`src/rtl/psdu_extractor.sv`:
```
// Strips and checks the 16-bit SERVICE field from the descrambled DATA stream,
// then packs LENGTH PSDU bytes LSB-first for the MAC and drops tail/pad bits.
module psdu_extractor #(
    parameter int unsigned LENGTH_WIDTH        = 12,
    parameter int unsigned SERVICE_BITS        = 16,
    parameter int unsigned SCRAMBLER_INIT_BITS = 7
) (
    input  logic                    Clock,
    input  logic                    Reset,
    input  logic                    Start,
    input  logic [LENGTH_WIDTH-1:0] Length,
    input  logic                    Input,
    input  logic                    InputValid,
    output logic [7:0]              Output,
    output logic                    OutputValid,
    output logic                    Done,
    output logic                    ServiceError,
    output logic                    Busy
);

    localparam int unsigned BCW = $clog2(SERVICE_BITS);

    typedef enum logic [1:0] {
        IDLE    = 2'd0,
        SERVICE = 2'd1,
        PAYLOAD = 2'd2
    } state_t;

    state_t                  state;
    logic [BCW-1:0]          bit_cnt;
    logic [2:0]              bit_in_byte;
    logic [LENGTH_WIDTH-1:0] byte_cnt;
    logic [LENGTH_WIDTH-1:0] len_q;
    logic [7:0]              shreg;
    logic [7:0]              shreg_nxt;

    // New bit enters at the MSB so the first bit received ends at bit 0.
    assign shreg_nxt = {Input, shreg[7:1]};

    always_ff @(posedge Clock) begin
        if (Reset) begin
            state        <= IDLE;
            bit_cnt      <= '0;
            bit_in_byte  <= '0;
            byte_cnt     <= '0;
            len_q        <= '0;
            shreg        <= '0;
            Output       <= '0;
            OutputValid  <= 1'b0;
            Done         <= 1'b0;
            ServiceError <= 1'b0;
            Busy         <= 1'b0;
        end else begin
            OutputValid <= 1'b0;
            Done        <= 1'b0;
            if (Start) begin
                // Start wins in every state; the bit in this cycle is not consumed.
                state        <= SERVICE;
                len_q        <= Length;
                bit_cnt      <= '0;
                bit_in_byte  <= '0;
                byte_cnt     <= '0;
                shreg        <= '0;
                ServiceError <= 1'b0;
                Busy         <= 1'b1;
            end else begin
                case (state)
                    SERVICE: begin
                        if (InputValid) begin
                            bit_cnt <= bit_cnt + BCW'(1);
                            if (bit_cnt < BCW'(SCRAMBLER_INIT_BITS) && Input) begin
                                ServiceError <= 1'b1;
                            end
                            if (bit_cnt == BCW'(SERVICE_BITS - 1)) begin
                                if (len_q == '0) begin
                                    state <= IDLE;
                                    Done  <= 1'b1;
                                    Busy  <= 1'b0;
                                end else begin
                                    state <= PAYLOAD;
                                end
                            end
                        end
                    end
                    PAYLOAD: begin
                        if (InputValid) begin
                            shreg       <= shreg_nxt;
                            bit_in_byte <= bit_in_byte + 3'd1;
                            if (bit_in_byte == 3'd7) begin
                                Output      <= shreg_nxt;
                                OutputValid <= 1'b1;
                                byte_cnt    <= byte_cnt + LENGTH_WIDTH'(1);
                                // Compare against len-1 so a 4095-byte frame never wraps.
                                if (byte_cnt == len_q - LENGTH_WIDTH'(1)) begin
                                    state <= IDLE;
                                    Done  <= 1'b1;
                                    Busy  <= 1'b0;
                                end
                            end
                        end
                    end
                    default: begin
                        state <= IDLE;
                    end
                endcase
            end
        end
    end

endmodule

```
`config.mk`:
```
export PLATFORM = sky130hd
export DESIGN_NAME = psdu_extractor
export DESIGN_NICKNAME = d
export VERILOG_FILES = /design/src/rtl/psdu_extractor.sv
export SDC_FILE = /design/constraint.sdc
export NUM_CORES = 1
export LEC_CHECK = 0
export CELL_PAD_IN_SITES_DETAIL_PLACEMENT = 1
export CELL_PAD_IN_SITES_GLOBAL_PLACEMENT = 2
export CORE_MARGIN = 2
export CORE_UTILIZATION = 35
export CTS_CLUSTER_DIAMETER = 30
export DETAILED_ROUTE_END_ITERATION = 12
export PLACE_DENSITY_LB_ADDON = 0.12
export SETUP_SLACK_MARGIN = 0.15
export SLEW_MARGIN = 20
export SYNTH_ARGS = -nofsm -noshare
export SYNTH_HDL_FRONTEND = slang
export SYNTH_SLANG_ARGS = --single-unit
```
`constraint.sdc`:
```
create_clock -name Clock -period 5.8 [get_ports Clock]
set_input_delay 1.16 -clock Clock [delete_from_list [all_inputs] [get_ports Clock]]
set_output_delay 1.16 -clock Clock [all_outputs]
set_load 0.01 [all_outputs]
```
==> impl_summary.log, run 1 <==
INFO  metric routed_wire_length_per_instance = approximately 14 µm
INFO  metric power = between 600 and 700 µW
INFO  metric die_area = 7740 µm²
INFO  metric synthesized_area_fraction_occupied_by_adder_cells = about 3.5%
INFO  metric worst_slack = around 2.9 ns
INFO  metric power.density = 226 nW/µm²
INFO  metric layout.cells.most_common = nand2_1
INFO  metric post_synth_xor_area_fraction = under 10%
INFO  metric static-leakage-power = 0.00102 µW
INFO  metric finalCoreUtilization = a little over two fifths
INFO  metric hold_path_class = reg2reg
INFO  metric fp.coreArea = 6790 µm²
INFO  metric clock_slew_seen_by_the_registers_of_the_worst_setup_and_hold_paths = approximately 0.09 ns
INFO  metric postRouteWirelength = around 6 mm
INFO  metric stdcell_count = approximately 410
INFO  metric initialDrtViolationCount = between 40 and 50
INFO  metric post-route-drc-count = 0
INFO  metric final_hold_viol_count = 0
INFO  metric post_cts_hold_buffer_count = 0
INFO  metric gr-usage-all-layers = ~17%
INFO  metric seq_area_frac_synth = about 42%
INFO  metric hold_path_depth = 2
INFO  metric vdd_ir_drop_max = between 100 and 150 µV
INFO  metric worst-slew-pin-transition = a little over 0.9 ns
INFO  metric nFillCells = 805
INFO  metric die_y = 88.0 µm
INFO  metric syn_avg_cell_area = around 8.5 µm²
INFO  metric regToRegEndpoint = state[1]
INFO  metric layout_cells_sized_above_1 = ~4.8%
INFO  metric vias = around 2000
INFO  metric dpl.hpwl = approximately 4.4 mm
INFO  metric area_growth = 16.3%
INFO  metric post_cts_buffers = 0
INFO  metric htree_num_levels = 2
INFO  metric required = around 6 ns
INFO  metric period_share = around 50%
INFO  metric pin_count = 29
INFO  metric synthArstFlopShare = 0%
INFO  metric drt_pass1_iterations = 4
INFO  metric whs_endpoint = Output[2]
INFO  metric holdCritStartpoint = Output[2]
INFO  metric timing.final.setup_violations = 0
INFO  metric placement_rows = 30
INFO  metric cts-root-buf = clkbuf_8
INFO  metric design.final.nets = ~340
INFO  metric final_cell_mix = 54 x nand2_1, 52 x dfxtp_1, 30 x a21oi_1
INFO  metric worstSetupEndpointType = flip-flop
INFO  metric cts_buffer_depth = 2
INFO  metric dp_slack = roughly 2.6 ns
INFO  metric post-route-min-period = approximately 2.9 ns
INFO  metric syn-instance-count = 290
INFO  metric crit-reg2reg-launch = len_q[0]
INFO  metric synthFlopType = dfxtp_1
INFO  metric fin_setup_tns = 0 ns
INFO  metric grt_antenna_before_repair = 0
INFO  metric insertion_delay = a little over 0.3 ns
INFO  metric grt_max_degree = 29
INFO  metric max-cap-violations = 0
INFO  metric status = completed
INFO  metric grt_first_pass_wirelength = around 9.8 mm
INFO  metric synth_edf_count = 0
INFO  metric placedCellCount = 400
INFO  metric floorplan.initialDensity = a little over a third
INFO  metric mappedNetlistArea = around 2500 µm²
INFO  metric fin_worst_skew = between 0.01 and 0.015 ns
INFO  metric cp_max_fo = 28
INFO  metric worstSetupStartpointType = primary input
INFO  metric grt_setup_unrepaired = no
INFO  metric final_antenna_net_count = 0
INFO  metric remaining_max_slew_budget_at_the_tightest_pin = between 30% and 40%
INFO  metric timing.setup.critical_path_class = in2reg
INFO  metric first_global_vias = a little over 2000
INFO  metric globalplace.congestion = 0.753
INFO  metric cp.arrival = just over 3 ns
INFO  metric synth_top_family_by_area = simple AND/OR/NAND/NOR gates
INFO  metric globalRouteOverflowTotal = 0
INFO  metric synth_seq_cells = 52
INFO  metric post_cts.resized_instances = 0
INFO  metric synth_cell_type_count = 38
INFO  metric r2r_slack = between 3 and 4 ns
INFO  metric synth_simple_gate_area_share = 23.2%
INFO  metric fmax = approximately 350 MHz
INFO  metric clock_sink_count = 52
INFO  metric synth-compound-area-share = about an eighth
INFO  metric buffer_ports.inserted = 28
INFO  metric timing.final.max_slew_violations = 0
INFO  metric num_antenna_cells = 0
INFO  metric cts_inserted_buffers = 5
INFO  metric yosys-mux-area-fraction = 6.08%
INFO  metric synthesis.nets = 314
INFO  metric avgViaCountPerCell = approximately 4.9
INFO  metric clock_tree_from_tritoncts = yes
INFO  metric synth_warnings = 0
INFO  metric worst-r2r-cell-count = 8
INFO  metric fp.dieW = 88.0 µm
-- logic make-up after synthesis --
kind of cell,count (synthesis)
AO/OA/AOI/OAI,48
AND/OR/NAND/NOR,121
adder cells (fa/ha/maj),7
multiplexers,15
XOR/XNOR,24
buffers and inverters,23
flip-flops,52
-- per-stage QoR --
stage / cell area [µm²] / hold WS, ns
2_1_floorplan: 2470 / 0.432
3_3_place_gp: 2790 / 0.447
3_5_place_dp: 2790 / 0.455
4_1_cts: 2870 / 0.469
5_1_grt: 2870 / 0.492
6_report: 2870 / 0.462
-- per-layer routing --
metal / part of all wire (%) / vias to the layer above / routed length [µm] / GRT usage (%)
met5: 0 / - / 0 / 0
met4: 1.4 / 0 / 80 / 5.45
met3: 2.4 / 6 / 140 / 3.20
met2: 52 / 21 / 3090 / 30.9
met1: 44 / 946 / 2580 / 18.7
li1: - / 1014 / - / -
-- sequential cells by signal, summed over array words and instances (netlist names) --
register and flops:
shreg 7, len_q 12, bit_cnt 4, ServiceError 1, byte_cnt 12, Output 8, Done 1, state 2
OutputValid 1, bit_in_byte 3, Busy 1
-- critical path, stage by stage --
cell and delay (ns):
clkdlybuf4s50_1 0.88, or2_2 0.75, nor4b_2 0.31
-- cell usage after synthesis, types with 2 or more instances --
library cell,count,area (µm²)
buf_6,3,33.8
clkbuf_1,10,37.5
inv_1,9,33.8
or3_1,4,25.0
xor2_1,12,105
nand3_1,10,50.1
dfxtp_1,52,1040
a31oi_1,2,12.5
nand2_1,54,203
xnor2_1,12,105
mux2i_1,15,150
nor3_1,6,30.0
a21oi_1,30,150
and3_1,5,31.3
nor2_1,29,109
ha_1,7,87.6
o21ai_0,7,35.0
nand4_1,3,18.8
-- where the power goes --
part	total (µW)	internal, µW	switching, µW	leakage, µW
sequential	374	363	10.3	0.000422
combinational	72.9	35.5	37.4	0.000556
clock	202	82.5	119	0.0000410
total	649	481	167	0.00102
-- area by class of cell --
cell class | count | area [µm²] | area share, %
repair buffers | 28 | 280 | 9.76
clock buffers | 6 | 72.6 | 2.53
inverters | 9 | 33.8 | 1.18
multi-input cells | 215 | 1320 | 45.9
flip-flops and latches | 52 | 1040 | 36.3
clock inverters | 1 | 5.00 | 0.174
well taps | 96 | 120 | 4.18
-- worst max path at each step --
| stage | end | slack [ns] | cells after the start | startpoint |
|---|---|---|---|---|
| global placement | Done | 2.58 | 3 | Reset |
| global route | Output[3] | 2.69 | 6 | InputValid |
| detailed placement | Output[0] | 2.58 | 6 | InputValid |
| CTS | Output[0] | 2.91 | 6 | InputValid |
| finish | Done | 2.93 | 3 | Start |
| floorplan | byte_cnt[5] | 3.46 | 6 | InputValid |
Power figures use the tool's default switching activity.
==> run 2: changes to the inputs <==
CORE_UTILIZATION = 33   (was 35)
clock period = 2.8 ns   (was 5.8 ns; I/O delays follow)
==> impl_summary.log, run 2 (same netlist as run 1, synthesis figures left out) <==
INFO  metric layout.cells.most_common = nand2_1
INFO  metric clock_tree_from_tritoncts = yes
INFO  metric worst-slew-pin-transition = 0.615 ns
INFO  metric htree_num_levels = 2
INFO  metric remaining_max_slew_budget_at_the_tightest_pin = about three fifths
INFO  metric design_area = roughly 2900 µm²
INFO  metric gr-usage-all-layers = about 15%
INFO  metric cts_buffer_depth = 2
INFO  metric timing.final.max_slew_violations = 0
INFO  metric globalplace.congestion = approximately 0.7
INFO  metric fp.coreArea = a little over 7000 µm²
INFO  metric post_cts.resized_instances = 0
INFO  metric post-route-min-period = 2.36 ns
INFO  metric required = approximately 3 ns
INFO  metric fp.dieW = 90.5 µm
INFO  metric final_hold_viol_count = 0
INFO  metric registers_with_the_most_flip_flops = byte_cnt: 12 flops, len_q: 12 flops, Output: 8 flops
INFO  metric cts-root-buf = clkbuf_8
INFO  metric drt_pass1_iterations = 4
INFO  metric cp_max_fo = 6
INFO  metric num_antenna_cells = 0
INFO  metric nFillCells = about 870
INFO  metric clock_slew_seen_by_the_registers_of_the_worst_setup_and_hold_paths = approximately 0.090 ns
INFO  metric globalRouteOverflowTotal = 0
INFO  metric critical-path-top-delay-family = compound AO/OA/AOI/OAI gates
INFO  metric fmax = roughly 420 MHz
INFO  metric placed_cell_area = around 2800 µm²
INFO  metric max-cap-violations = 0
INFO  metric pin_count = 29
INFO  metric status = completed
INFO  metric cp.arrival = 2.60 ns
INFO  metric die_y = slightly above 90 µm
INFO  metric static-leakage-power = around 0.0010 µW
INFO  metric clock_sink_count = 52
INFO  metric worstSetupEndpointType = flip-flop
INFO  metric routed_wire_length_per_instance = 14.0 µm
INFO  metric final_cell_mix = 54 x nand2_1, 52 x dfxtp_1, 30 x a21oi_1
INFO  metric fin_worst_hold_slack = roughly 0.46 ns
INFO  metric layout_cells_sized_above_1 = between 6 and 7%
INFO  metric insertion_delay = just over 0.3 ns
INFO  metric dpl.hpwl = ~4.3 mm
INFO  metric post-route-drc-count = 0
INFO  metric grt_setup_unrepaired = no
INFO  metric initialDrtViolationCount = 59
INFO  metric post_cts_buffers = 0
INFO  metric post_cts_hold_buffer_count = 0
INFO  metric placement_rows = 31
INFO  metric timing.final.setup_violations = 0
INFO  metric first_global_vias = ~2000
INFO  metric hold_path_class = reg2reg
INFO  metric buffer_ports.inserted = 28
INFO  metric die_area = slightly above 8000 µm²
INFO  metric worstSetupStartpointType = flip-flop
INFO  metric cts_inserted_buffers = 5
INFO  metric grt_max_degree = 29
INFO  metric crit_path_top_delay_cell = dfxtp_1
INFO  metric fin_worst_skew = about 0.0037 ns
INFO  metric period_share = 84.3%
INFO  metric vias = 1987
INFO  metric power.density = around 460 nW/µm²
INFO  metric design.final.nets = 340
INFO  metric avgViaCountPerCell = around 4.8
INFO  metric vdd_ir_drop_max = 172 µV
INFO  metric fin_setup_tns = 0 ns
INFO  metric grt_first_pass_wirelength = about 10 mm
INFO  metric area_growth = 18.1%
INFO  metric floorplan.initialDensity = 34.1%
INFO  metric postRouteWirelength = 5.82 mm
INFO  metric timing.setup.critical_path_class = reg2reg
INFO  metric grt_antenna_before_repair = 0
INFO  metric cp_slowest_stage_delay = 0.37 ns
INFO  metric final_antenna_net_count = 0
INFO  metric critical_path_buf_inv_count = 1
INFO  metric crit_path_cell_trace = inv_1 > ha_1 > nor3b_2 > a21oi_1 > o21ai_0 > nand3_2 > a2111oi_4 > a31o_2 > mux2i_1
## run 2: through the flow
step	power (µW)	instances	utilization, %	setup slack (ns)
6_report	1350	415	40.2	0.439
5_1_grt	1430	415	40.2	0.199
4_1_cts	1380	415	40.2	0.417
3_5_place_dp	950	408	39.1	0.444
3_3_place_gp	947	408	39.1	0.507
2_1_floorplan	897	290	-	0.693
## run 2: final cells by class
cell class / instances / area (µm²) / area share, %
Multi-Input combinational cell: 215 / 1320 / 45.2
Sequential cell: 52 / 1040 / 35.7
Timing Repair Buffer: 33 / 318 / 10.9
Tap cell: 99 / 124 / 4.25
Clock buffer: 5 / 68.8 / 2.36
Inverter: 9 / 33.8 / 1.16
Clock inverter: 2 / 12.5 / 0.429
## run 2: worst min-delay path, cell delays in order (launching register included)
cell	delay, ns
dfxtp_1	0.32
nand2_1	0.05
a21oi_1	0.05
## run 2: path summary, 6_finish.rpt
kind | startpoint | endpoint | slack, ns | depth (start not counted)
hold / removal | Output[2] | Output[2] | 0.46 | 2
hold reg to reg | Output[2] | Output[2] | 0.46 | 2
setup reg to reg | len_q[0] | state[1] | 0.44 | 9
setup / recovery | len_q[0] | state[1] | 0.44 | 9
## run 2: per-layer routing
| metal | vias to the layer above | wire, µm | GRT usage (%) |
|---|---|---|---|
| li1 | 1031 | - | - |
| met1 | 936 | 2700 | 18.4 |
| met2 | 16 | 2890 | 25.4 |
| met3 | 4 | 136 | 2.92 |
| met4 | 0 | 99 | 6.54 |
| met5 | - | 0 | 0 |
## run 2: report_power, final
group,internal [µW],total [µW],switching (µW)
registers,753,773,20.5
logic,76.1,156,80.0
clock network,170,421,251
total,999,1350,351
==> run 3: changes to the inputs <==
clock period = 2.3 ns   (was 2.8 ns; I/O delays follow)
==> impl_summary.log, run 3 (same netlist as run 1, synthesis figures left out) <==
INFO  metric initialDrtViolationCount = 54
INFO  metric worst-slew-pin-transition = 0.357 ns
INFO  metric timing.critical_path.from = len_q[0]
INFO  metric post_cts_hold_buffer_count = 0
INFO  metric layout_cells_sized_above_1 = about an eighth
INFO  metric worstSetupEndpointType = flip-flop
INFO  metric grt_first_pass_wirelength = 9.90 mm
INFO  metric cts_inserted_buffers = 5
INFO  metric dp_slack = ~0.022 ns
INFO  metric remaining_max_slew_budget_at_the_tightest_pin = 76.1%
INFO  metric htree_num_levels = 2
INFO  metric num_antenna_cells = 0
INFO  metric final_antenna_net_count = 0
INFO  metric status = completed
INFO  metric worst_slack = roughly 0.19 ns
INFO  metric insertion_delay = 0.31 ns
INFO  metric layout.cells.most_common = nand2_1
INFO  metric design.final.nets = between 300 and 400
INFO  metric timing.setup.critical_path_class = reg2reg
INFO  metric fin_worst_skew = 0.0135 ns
INFO  metric pin_count = 29
INFO  metric cp_max_fo = 6
INFO  metric postRouteWirelength = 5.96 mm
INFO  metric dpl.hpwl = 4.44 mm
INFO  metric first_global_vias = approximately 2100
INFO  metric routed_wire_length_per_instance = 14.0 µm
INFO  metric buffer_ports.inserted = 28
INFO  metric die_y = between 90 and 100 µm
INFO  metric cts_buffer_depth = 2
INFO  metric clock_tree_from_tritoncts = yes
INFO  metric hold_path_class = reg2reg
INFO  metric globalplace.congestion = approximately 0.75
INFO  metric final_hold_viol_count = 0
INFO  metric cts-root-buf = clkbuf_8
INFO  metric cp.arrival = roughly 2.4 ns
INFO  metric area_growth = 23.8%
INFO  metric crit-reg2reg-launch = len_q[0]
INFO  metric placement_rows = 31
INFO  metric fp.dieW = slightly above 90 µm
INFO  metric globalRouteOverflowTotal = 0
INFO  metric grt_setup_unrepaired = yes
INFO  metric timing.final.setup_violations = 0
INFO  metric worstSetupStartpointType = flip-flop
INFO  metric worst-r2r-cell-count = 9
INFO  metric regToRegEndpoint = state[1]
INFO  metric fin_setup_tns = 0 ns
INFO  metric final_cell_mix = 53 x nand2_1, 50 x dfxtp_1, 30 x a21oi_1
INFO  metric static-leakage-power = between 0.001 and 0.0015 µW
INFO  metric gr-usage-all-layers = approximately 15%
INFO  metric fmax = around 470 MHz
INFO  metric fin_worst_hold_slack = roughly 0.46 ns
INFO  metric period_share = between 90 and 100%
INFO  metric grt_max_degree = 26
INFO  metric clock_slew_seen_by_the_registers_of_the_worst_setup_and_hold_paths = around 0.1 ns
INFO  metric post-route-drc-count = 0
INFO  metric timing.final.max_slew_violations = 0
INFO  metric power.density = roughly 560 nW/µm²
INFO  metric floorplan.initialDensity = between 30 and 40%
INFO  metric r2r_slack = 0.19 ns
INFO  metric fp.coreArea = 7250 µm²
INFO  metric vias = around 2000
INFO  metric max-cap-violations = 0
INFO  metric registers_with_the_most_flip_flops = byte_cnt: 12 flops, len_q: 12 flops, Output: 8 flops
INFO  metric avgViaCountPerCell = approximately 4.8
INFO  metric grt_antenna_before_repair = 0
INFO  metric clock_sink_count = 52
INFO  metric crit_end = state[1]
INFO  metric vdd_ir_drop_max = about 230 µV
INFO  metric post-route-min-period = about 2.1 ns
INFO  metric drt_pass1_iterations = 5
INFO  metric required = about 2.5 ns
INFO  metric die_area = slightly above 8000 µm²
INFO  metric hold_path_depth = 2
==> run 3: through the flow <==
| stage | power [µW] | area [µm²] | cells | util (%) |
|---|---|---|---|---|
| 3_3_place_gp | 1160 | 2900 | 415 | 40.0 |
| 6_report | 1720 | 3060 | 425 | 42.1 |
| 5_1_grt | 1810 | 3060 | 425 | 42.1 |
| 4_1_cts | 1750 | 3030 | 423 | 41.8 |
| 2_1_floorplan | 1090 | 2470 | 290 | - |
| 3_5_place_dp | 1170 | 2900 | 415 | 40.0 |
==> run 3: worst min path at each step <==
| stage | startpoint | endpoint |
|---|---|---|
| floorplan | shreg[1] | Output[0] |
| global placement | shreg[1] | shreg[1] |
| detailed placement | Output[0] | Output[0] |
| CTS | Output[0] | Output[0] |
| global route | shreg[1] | shreg[1] |
| finish | Output[4] | Output[4] |
==> run 3: area by class of cell <==
class | instances | area (µm²)
fillers | 891 | 4200
multi-input cells | 215 | 1350
flip-flops and latches | 52 | 1040
repair buffers | 42 | 405
well taps | 99 | 124
clock buffers | 6 | 82.6
inverters | 9 | 33.8
clock inverters | 2 | 15.0
==> run 3: repair_timing <==
action / 4_1_cts / 5_1_grt
cloned: 0 / 0
pin swaps: 8 / 3
setup endpoints to repair: 4 / 4
resized for setup: 11 / 2
buffers inserted: 0 / 2
==> run 3: power by group <==
group / switching, µW / total [µW] / internal [µW]
clock: 317 / 561 / 244
combinational: 107 / 220 / 113
sequential: 25.3 / 942 / 917
total: 449 / 1720 / 1270
==> run 3: layer usage <==
layer / routed length [µm] / GRT usage (%) / vias to the layer above
met5: 0 / 0 / -
met4: 84 / 5.77 / 0
met3: 118 / 2.50 / 5
met2: 3010 / 27.0 / 20
met1: 2750 / 17.8 / 955
li1: - / - / 1051
==> run 3: worst max-delay path: stages, from the launching register on <==
cell	delay (ns)
dfxtp_2	0.35
inv_2	0.06
ha_4	0.13
nor3b_4	0.27
and3_4	0.24
a211o_1	0.14
nand3_2	0.09
a2111oi_4	0.33
a31o_2	0.25
mux2i_1	0.17
